===== config.mk =====
export PLATFORM = sky130hd
export DESIGN_NAME = ecp5_eclk_init_seq
export DESIGN_NICKNAME = d
export VERILOG_FILES = /design/src/rtl/ecp5_eclk_init_seq.sv
export SDC_FILE = /design/constraint.sdc
export NUM_CORES = 1
export LEC_CHECK = 0
export ABC_AREA = 1
export BUFFER_PORTS_ARGS = -buffer_cell sky130_fd_sc_hd__clkbuf_2
export CORE_MARGIN = 2
export CORE_UTILIZATION = 41
export CTS_BUF_LIST = sky130_fd_sc_hd__clkbuf_8
export DETAILED_ROUTE_END_ITERATION = 10
export GPL_TIMING_DRIVEN = 0
export PLACE_DENSITY = 0.61
export SLEW_MARGIN = 10
export SYNTH_ARGS = -nofsm -noshare
export SYNTH_HDL_FRONTEND = slang
export SYNTH_SLANG_ARGS = --single-unit

===== constraint.sdc =====
create_clock -name clk -period 4.5 [get_ports clk]
set_input_delay 0.225 -clock clk [delete_from_list [all_inputs] [get_ports clk]]
set_output_delay 0.225 -clock clk [all_outputs]
set_load 0.02 [all_outputs]

===== src/rtl/ecp5_eclk_init_seq.sv =====
// rtl/ecp5_eclk_init_seq.sv - ECP5 DDR clock tree bring-up and DLL update sequencer
module ecp5_eclk_init_seq #(
  parameter int LOCK_CYCLES = 64,
  parameter int STEP_CYCLES = 8
) (
  input  logic clk,
  input  logic rst_n,
  input  logic pll_lock,
  input  logic upd_req,
  output logic dll_freeze,
  output logic eclk_stop,
  output logic div_rst,
  output logic pause,
  output logic dll_update,
  output logic ready,
  output logic upd_ack
);

  localparam int MAX_CYCLES = (LOCK_CYCLES > STEP_CYCLES) ? LOCK_CYCLES : STEP_CYCLES;
  localparam int CW = (MAX_CYCLES > 1) ? $clog2(MAX_CYCLES) : 1;
  localparam logic [CW-1:0] LOCK_LOAD = CW'(LOCK_CYCLES - 1);
  localparam logic [CW-1:0] STEP_LOAD = CW'(STEP_CYCLES - 1);

  typedef enum logic [3:0] {
    S_WAIT_LOCK,
    S_FREEZE,
    S_STOP,
    S_DIVREL,
    S_START,
    S_UNFREEZE,
    S_READY,
    S_PAUSE,
    S_UPDATE,
    S_UNPAUSE
  } state_t;

  state_t        state, state_nxt, step_succ;
  logic [CW-1:0] cnt, cnt_nxt;
  logic          lock_m, lock_s;
  logic          ack_nxt;
  logic          freeze_nxt, stop_nxt, div_rst_nxt, pause_nxt, update_nxt, ready_nxt;

  // Two-flop synchroniser for the asynchronous PLL lock
  always_ff @(posedge clk or negedge rst_n) begin
    if (!rst_n) begin
      lock_m <= 1'b0;
      lock_s <= 1'b0;
    end else begin
      lock_m <= pll_lock;
      lock_s <= lock_m;
    end
  end

  // State, dwell counter and registered outputs (decoded from the next state)
  always_ff @(posedge clk or negedge rst_n) begin
    if (!rst_n) begin
      state      <= S_WAIT_LOCK;
      cnt        <= LOCK_LOAD;
      dll_freeze <= 1'b0;
      eclk_stop  <= 1'b0;
      div_rst    <= 1'b1;
      pause      <= 1'b0;
      dll_update <= 1'b0;
      ready      <= 1'b0;
      upd_ack    <= 1'b0;
    end else begin
      state      <= state_nxt;
      cnt        <= cnt_nxt;
      dll_freeze <= freeze_nxt;
      eclk_stop  <= stop_nxt;
      div_rst    <= div_rst_nxt;
      pause      <= pause_nxt;
      dll_update <= update_nxt;
      ready      <= ready_nxt;
      upd_ack    <= ack_nxt;
    end
  end

  // Next state: lock loss wins, then lock qualification, READY requests and timed steps
  always_comb begin
    state_nxt = state;
    cnt_nxt   = cnt;
    ack_nxt   = 1'b0;
    case (state)
      S_FREEZE:   step_succ = S_STOP;
      S_STOP:     step_succ = S_DIVREL;
      S_DIVREL:   step_succ = S_START;
      S_START:    step_succ = S_UNFREEZE;
      S_UNFREEZE: step_succ = S_READY;
      S_PAUSE:    step_succ = S_UPDATE;
      S_UPDATE:   step_succ = S_UNPAUSE;
      S_UNPAUSE:  step_succ = S_READY;
      default:    step_succ = S_WAIT_LOCK;
    endcase

    if (state != S_WAIT_LOCK && !lock_s) begin
      state_nxt = S_WAIT_LOCK;
      cnt_nxt   = LOCK_LOAD;
    end else begin
      case (state)
        S_WAIT_LOCK: begin
          if (!lock_s) begin
            cnt_nxt = LOCK_LOAD;
          end else if (cnt == '0) begin
            state_nxt = S_FREEZE;
            cnt_nxt   = STEP_LOAD;
          end else begin
            cnt_nxt = cnt - CW'(1);
          end
        end
        S_READY: begin
          if (upd_req) begin
            state_nxt = S_PAUSE;
            cnt_nxt   = STEP_LOAD;
          end
        end
        default: begin
          if (cnt == '0) begin
            state_nxt = step_succ;
            cnt_nxt   = STEP_LOAD;
            ack_nxt   = (state == S_UNPAUSE);
          end else begin
            cnt_nxt = cnt - CW'(1);
          end
        end
      endcase
    end
  end

  // Output decode of the next state
  always_comb begin
    freeze_nxt  = 1'b0;
    stop_nxt    = 1'b0;
    div_rst_nxt = 1'b0;
    pause_nxt   = 1'b0;
    update_nxt  = 1'b0;
    ready_nxt   = 1'b0;
    case (state_nxt)
      S_WAIT_LOCK: div_rst_nxt = 1'b1;
      S_FREEZE: begin
        freeze_nxt  = 1'b1;
        div_rst_nxt = 1'b1;
      end
      S_STOP: begin
        freeze_nxt  = 1'b1;
        stop_nxt    = 1'b1;
        div_rst_nxt = 1'b1;
      end
      S_DIVREL: begin
        freeze_nxt = 1'b1;
        stop_nxt   = 1'b1;
      end
      S_START:   freeze_nxt = 1'b1;
      S_READY:   ready_nxt  = 1'b1;
      S_PAUSE:   pause_nxt  = 1'b1;
      S_UPDATE: begin
        pause_nxt  = 1'b1;
        update_nxt = 1'b1;
      end
      S_UNPAUSE: pause_nxt  = 1'b1;
      default: ;
    endcase
  end

endmodule


==> results.txt, run 1 <==
Root buf cell: clkbuf_8
Req. time, crit path: 4690 ps
Initial Utilization: 0.434
Most numerous cell on the critical path: nand2_1
Final TNS setup: 0 ps
Gpl congestion: 0.917
# fillers: 277
CTS H-tree depth: 1
Grt total ovfl: 0
Slew headroom: 0.683
Synth area leader: dfrtp_1
Post-Route WL: 2.23 mm
Crit-path cells: inv_1, ha_1, nand2_1, nor2_1, nand2_1, nand2_1, inv_1, nand2_1, nand2_1, nand3_1, nand3_1, nor2_1
Skew-Pair Late Insertion Delay: 260 ps
Yosys cell types: 24
Placed cells: 195
TritonCTS clock tree: yes
# rows: 19
Sink Count: 19
Worst Setup Start Kind: register
WL per Instance: 11.2 microns
Tmin final: 1850 ps
Pin count of the biggest net entering global routing: 20
Via density: 4.86
Worst Setup End Kind: register
Ant diodes: 0
Syn_area_per_cell: 7.78 sq um
Xor/xnor share of the synthesized area: 0
Worst Path Arrival: 2050 ps
Count of final setup violators: 0
Setup bufs post-CTS: 0
TritonRoute pass-1 iters: 2
Final period util: 0.411
Peak supply drop: 0.298 mV
FF-to-FF path depth: 12
Critical path's top delay family: simple AND/OR/NAND/NOR gates
Vias in the first global route: 940
Antenna viol nets, final: 0
Status: complete, no violations
Worst Skew: 4.19 ps
First-pass GRT wire length: 3.91 mm
I/O Buffers: 10
Number of buffers on the longest clock path: 2
Detailed Place HPWL: 1.79 mm
Initial antenna violation count: 0
Simple-Gate Fraction of Synth Area: 0.361
Leak: 0.000688 uW
Flop-to-flop setup slack: 2650 ps
Final hold vios: 0
Inserted Clock Buffers: 3
GRT Overall Usage: 0.153
Slowest stage cell, crit path: dfrtp_1
Fin. max-slew vios: 0
Largest family of logic cells by synthesized area: simple AND/OR/NAND/NOR gates
Slew @ Worst Pin: 475 ps
Crit Path Class: reg2reg
Most frequent cells in the layout: 36 x nand2_1, 22 x inv_1, 18 x nor2_1, 12 x dfrtp_1
P per Cell Area: 232 mW/mm^2
Synth Warn #: 0
Compound-Gate Fraction of Synth Area: 0.0920
Syn nets: 163
Vias: 972
Multiplexer area fraction after synthesis: 0
Final Power: 312 uW
RSZ-0062 raised after global routing: no
First DRT Iteration DRCs: 24
Worst min path class: in2reg
Gate Count Post-Synth: 154
Yosys top cell area share: 0.251
DIE AREA: 0.00337 sq mm
Layout cells sized above 1: 0.272
Residual DRC: 0
Critical path fanouts, max: 4
Post-Synth Adder-Cell Area: 0.0522
Seq/Total Area, Yosys: 0.404
Maximum clock frequency: 540 MHz
Die span in x: 58.0 microns
Core area: 0.00276 sq mm
Reg2reg end: dll_update
Die H: 58.0 microns
Hold-critical path depth: 1
Commonest non-fill, non-tap cell in the layout: nand2_1
Total Nets Final: 179
Synth Register Bits: 19
Fin cells: 200
Max capacitance violation total: 0
Area Growth Syn to Fin: 12.3%
Worst path max stage delay: 410 ps
WHS: 68.5 ps
Buf/Inv on CP: 2
Synth top area cells: dfrtp_1 25%, dfstp_2 15%, nand2_1 11%
Hold_sp: pll_lock
Worst Hold Path EP: lock_m
Mapped cell area: 0.00120 sq mm
Worst reg2reg path startpoint: state[0]
Clock slew seen by the registers of the worst setup and hold paths: 70 ps
IO Pins: 11
-- sequential cells by signal, summed over array words and instances (netlist names) --
register and cells:
dll_update 1, div_rst 1, upd_ack 1, lock_s 1, lock_m 1, cnt 6
state 4, eclk_stop 1, ready 1, dll_freeze 1, pause 1
-- timing repair --
action                    CTS  global route
hold buffers                1             0
resized for setup           0             0
hold endpoints to repair   12             0
-- final cells by class --
cell class / instances / area (sq um) / share of cell area
multi-input combinational: 108 / 604 / 0.449
clock inverter: 1 / 7.51 / 0.00558
tap: 31 / 38.8 / 0.0288
clock buffer: 3 / 41.3 / 0.0307
timing repair buffer: 11 / 60.1 / 0.0447
inverter: 26 / 97.6 / 0.0726
sequential: 19 / 484 / 0.360
buffer: 1 / 11.3 / 0.00837
-- cells in the mapped netlist, drive strengths merged --
cell and instances:
a21oi 8, ha 5, dfstp 7, o21ai 8, a22oi 1, nand4 1, dfrtp 12, inv 26
nor2 28, nand2 42, o211ai 1, nor3 2, nand3 12, buf 1
-- cell families (layout without fill, tap and decap cells) --
| kind of cell | Yosys count | after routing |
|---|---|---|
| flip-flops | 19 | 19 |
| adder cells (fa/ha/maj) | 5 | 5 |
| buffers and inverters | 27 | 42 |
| AND/OR/NAND/NOR | 85 | 85 |
| AO/OA/AOI/OAI | 18 | 18 |
-- how the worst max path moves through the flow --
stage | start | slack (ps) | depth (start not counted) | endpoint
floorplan | state[0] | 2900 | 13 | dll_freeze
global placement | state[0] | 2660 | 12 | dll_update
detailed placement | state[0] | 2660 | 12 | dll_update
CTS | state[0] | 2640 | 12 | dll_update
global route | state[0] | 2400 | 12 | dll_update
finish | state[0] | 2650 | 12 | dll_update
-- report_power, final --
group / leakage, uW / switching [uW] / internal, uW
clock: 0.0000217 / 58.6 / 62.5
sequential: 0.000237 / 2.18 / 176
combinational: 0.000430 / 8.62 / 4.55
total: 0.000688 / 69.4 / 243
-- stage by stage --
stage | util | cell area (sq um) | worst slack (ps)
6_report | 0.488 | 1350 | 2650
5_1_grt | 0.488 | 1350 | 2400
4_1_cts | 0.488 | 1350 | 2640
3_5_place_dp | 0.466 | 1290 | 2660
3_3_place_gp | 0.466 | 1290 | 2660
2_1_floorplan | - | 1200 | 2900
-- metal layers --
layer  global-route usage  vias to the layer above  part of all wire
met2                0.273                        9              0.51
met3               0.0491                        2             0.031
met5                    0                        -                 0
li1                     -                      507                 -
met1                0.184                      454              0.46
met4               0.0199                        0            0.0036
Note: power is estimated with default switching activity, not from simulation.
==> run 2, diff against run 1 <==
--- a/config.mk
+++ b/config.mk
@@ -5,7 +5,7 @@
 export SDC_FILE = /design/constraint.sdc
 export NUM_CORES = 1
 export LEC_CHECK = 0
-export ABC_AREA = 1
+export ABC_AREA = 0
 export BUFFER_PORTS_ARGS = -buffer_cell sky130_fd_sc_hd__clkbuf_2
 export CORE_MARGIN = 2
 export CORE_UTILIZATION = 41
==> constraint.sdc (replaced) <==
create_clock -name clk -period 1.88 [get_ports clk]
set_input_delay 0.094 -clock clk [delete_from_list [all_inputs] [get_ports clk]]
set_output_delay 0.094 -clock clk [all_outputs]
set_load 0.02 [all_outputs]
==> run 2 against run 1 <==
  * The flow now finishes with violations (negative setup slack)
  * Hold slack gained 97 ps
  * Largest cell class unchanged
  * Sequential cell count did not move
  * Synthesized area is 7.9% lower
  * Cell area rose by 6.6%
  * First-iteration DRC count rose by 4.2%
==> results.txt, run 2 <==
DIE AREA: 0.00312 sq mm
Gpl congestion: 0.903
Most frequent cells in the layout: 12 x clkbuf_2, 12 x dfrtp_1, 9 x nor2_1, 8 x inv_1, 8 x nand2_1
Post-synth EDFFs: 0
Max capacitance violation total: 0
TritonRoute pass-1 iters: 4
Pre-CTS setup slack: -259 ps
Synth top area cells: dfrtp_1 27%, dfstp_2 17%, ha_1 5.7%
Synth Register Bits: 19
Peak supply drop: 0.318 mV
Reg2reg end: pause
Xor/xnor share of the synthesized area: 0
Root buf cell: clkbuf_8
GRT Overall Usage: 0.175
Worst Setup Start Kind: register
Die H: 55.9 microns
Layout cells sized above 1: 0.464
Max reg flops: 6
First-pass GRT wire length: 4.24 mm
Failing checks: negative setup slack
Antenna viol nets, final: 0
Skew-Pair Late Insertion Delay: 260 ps
Worst min path class: in2reg
Yosys top cell area share: 0.272
Multiplexer area fraction after synthesis: 0.0284
Regs by FF count: cnt (6), state (4)
# fillers: 220
Synth area leader: dfrtp_1
RSZ-0062 raised after global routing: yes
Worst Skew: 7.54 ps
Fin cells: 170
Gate Count Post-Synth: 118
Synth Warn #: 0
FF-to-FF path depth: 7
Yosys cell types: 43
Setup ws final: -13.4 ps
Vias in the first global route: 931
Simple-Gate Fraction of Synth Area: 0.232
Core area: 0.00252 sq mm
Count of final setup violators: 2
Worst reg2reg path startpoint: cnt[1]
Final Util: 0.568
Capture point of the worst path: pause
Crit Path Class: reg2reg
Ys async rst share: 1.00
Initial antenna violation count: 0
Fin. max-slew vios: 0
Sink Count: 19
P per Cell Area: 539 mW/mm^2
Area Growth Syn to Fin: 30.1%
Slew headroom: 0.642
Worst Path Arrival: 2040 ps
Vias: 958
Grt total ovfl: 0
Number of buffers on the longest clock path: 2
Maximum clock frequency: 528 MHz
Die span in x: 55.9 microns
WHS: 165 ps
Status: finished with violations
Initial Utilization: 0.437
Tmin final: 1890 ps
Critical path fanouts, max: 5
TritonCTS clock tree: yes
I/O Buffers: 10
Post-Synth Adder-Cell Area: 0.0658
Leak: 0.000653 uW
Syn nets: 127
Ant diodes: 0
First DRT Iteration DRCs: 25
Main synth FF type: dfrtp_1
Detailed Place HPWL: 1.73 mm
Placed cells: 158
Final period util: 1.01
IO Pins: 11
Post-Route WL: 2.55 mm
Largest register by flop count: cnt
Commonest cells in the netlist: 12 x dfrtp_1, 12 x inv_1, 10 x nand2_1, 10 x nor2_1
Via density: 5.64
Residual DRC: 0
Largest family of logic cells by synthesized area: simple AND/OR/NAND/NOR gates
CTS H-tree depth: 1
CP startpoint: cnt[1]
Mapped cell area: 0.00110 sq mm
Slew @ Worst Pin: 537 ps
Flop-to-flop setup slack: -10 ps
Worst Setup End Kind: register
Syn_area_per_cell: 9.34 sq um
WL per Instance: 15.0 microns
Seq/Total Area, Yosys: 0.439
Inserted Clock Buffers: 3
Compound-Gate Fraction of Synth Area: 0.169
Req. time, crit path: 2030 ps
Pin count of the biggest net entering global routing: 20
Final hold vios: 0
# rows: 18
Total Nets Final: 150
Clock slew seen by the registers of the worst setup and hold paths: 80 ps
[run 2: power breakdown]
part | switching, uW | internal [uW] | total, uW | leakage, uW
clock network | 146 | 148 | 294 | 0.0000255
registers | 7.12 | 420 | 427 | 0.000237
logic | 28.0 | 23.5 | 51.5 | 0.000391
[run 2: worst min path at each step]
stage               startpoint    endpoint  slack [ps]  depth (start not counted)
floorplan                rst_n  dll_freeze        -200                          0
global placement         rst_n  dll_update          60                          1
detailed placement       rst_n    state[2]          70                          1
CTS                    upd_req      cnt[1]         160                          3
global route           upd_req      cnt[1]         180                          3
finish                 upd_req      cnt[1]         170                          3
[run 2: metrics by stage]
step	total power [uW]	instance area, sq um	TNS (ps)
after global placement	473	1210	-1310
final	773	1430	-18.1
after global routing	808	1430	-229
after detailed placement	474	1210	-1230
after floorplan	456	1130	-53.1
after CTS	773	1340	-321
[run 2: cell type report]
class / instances / area [sq um] / share of cell area
multi-input cells: 82 / 679 / 0.474
flip-flops and latches: 19 / 484 / 0.338
repair buffers: 19 / 123 / 0.0855
inverters: 12 / 45.0 / 0.0314
clock buffers: 3 / 41.3 / 0.0288
well taps: 30 / 37.5 / 0.0262
plain buffers: 4 / 18.8 / 0.0131
clock inverters: 1 / 5.00 / 0.00349
[run 2: repair_timing]
action	4_1_cts	5_1_grt
hold buffers	2	0
resized for setup	9	20
setup endpoints to repair	8	10
hold endpoints to repair	13	0
setup buffers	6	1
pin swaps	5	11
[run 2: worst max-delay path, cell delays in order, from the launching register on]
cell,delay [ps]
dfstp_2,380
inv_2,60
ha_4,130
or3b_4,390
a211o_1,240
a22o_1,240
and2_4,170
a41o_1,170
[run 2: kinds of logic (layout without fill, tap and decap cells)]
| logic type | after synthesis | after routing |
|---|---|---|
| AOI/OAI and AO/OA | 28 | 28 |
| adders and majority gates | 6 | 6 |
| buffers and inverters | 17 | 39 |
| DFF | 19 | 19 |
| muxes | 3 | 3 |
| and+or+nand+nor | 45 | 45 |
[run 2: metal layers]
layer / part of all wire / global-route usage / vias to the layer above
met5: 0 / 0 / -
met4: 0.024 / 0.0952 / 0
met3: 0.049 / 0.0442 / 7
met2: 0.46 / 0.276 / 23
met1: 0.47 / 0.220 / 467
li1: - / - / 461
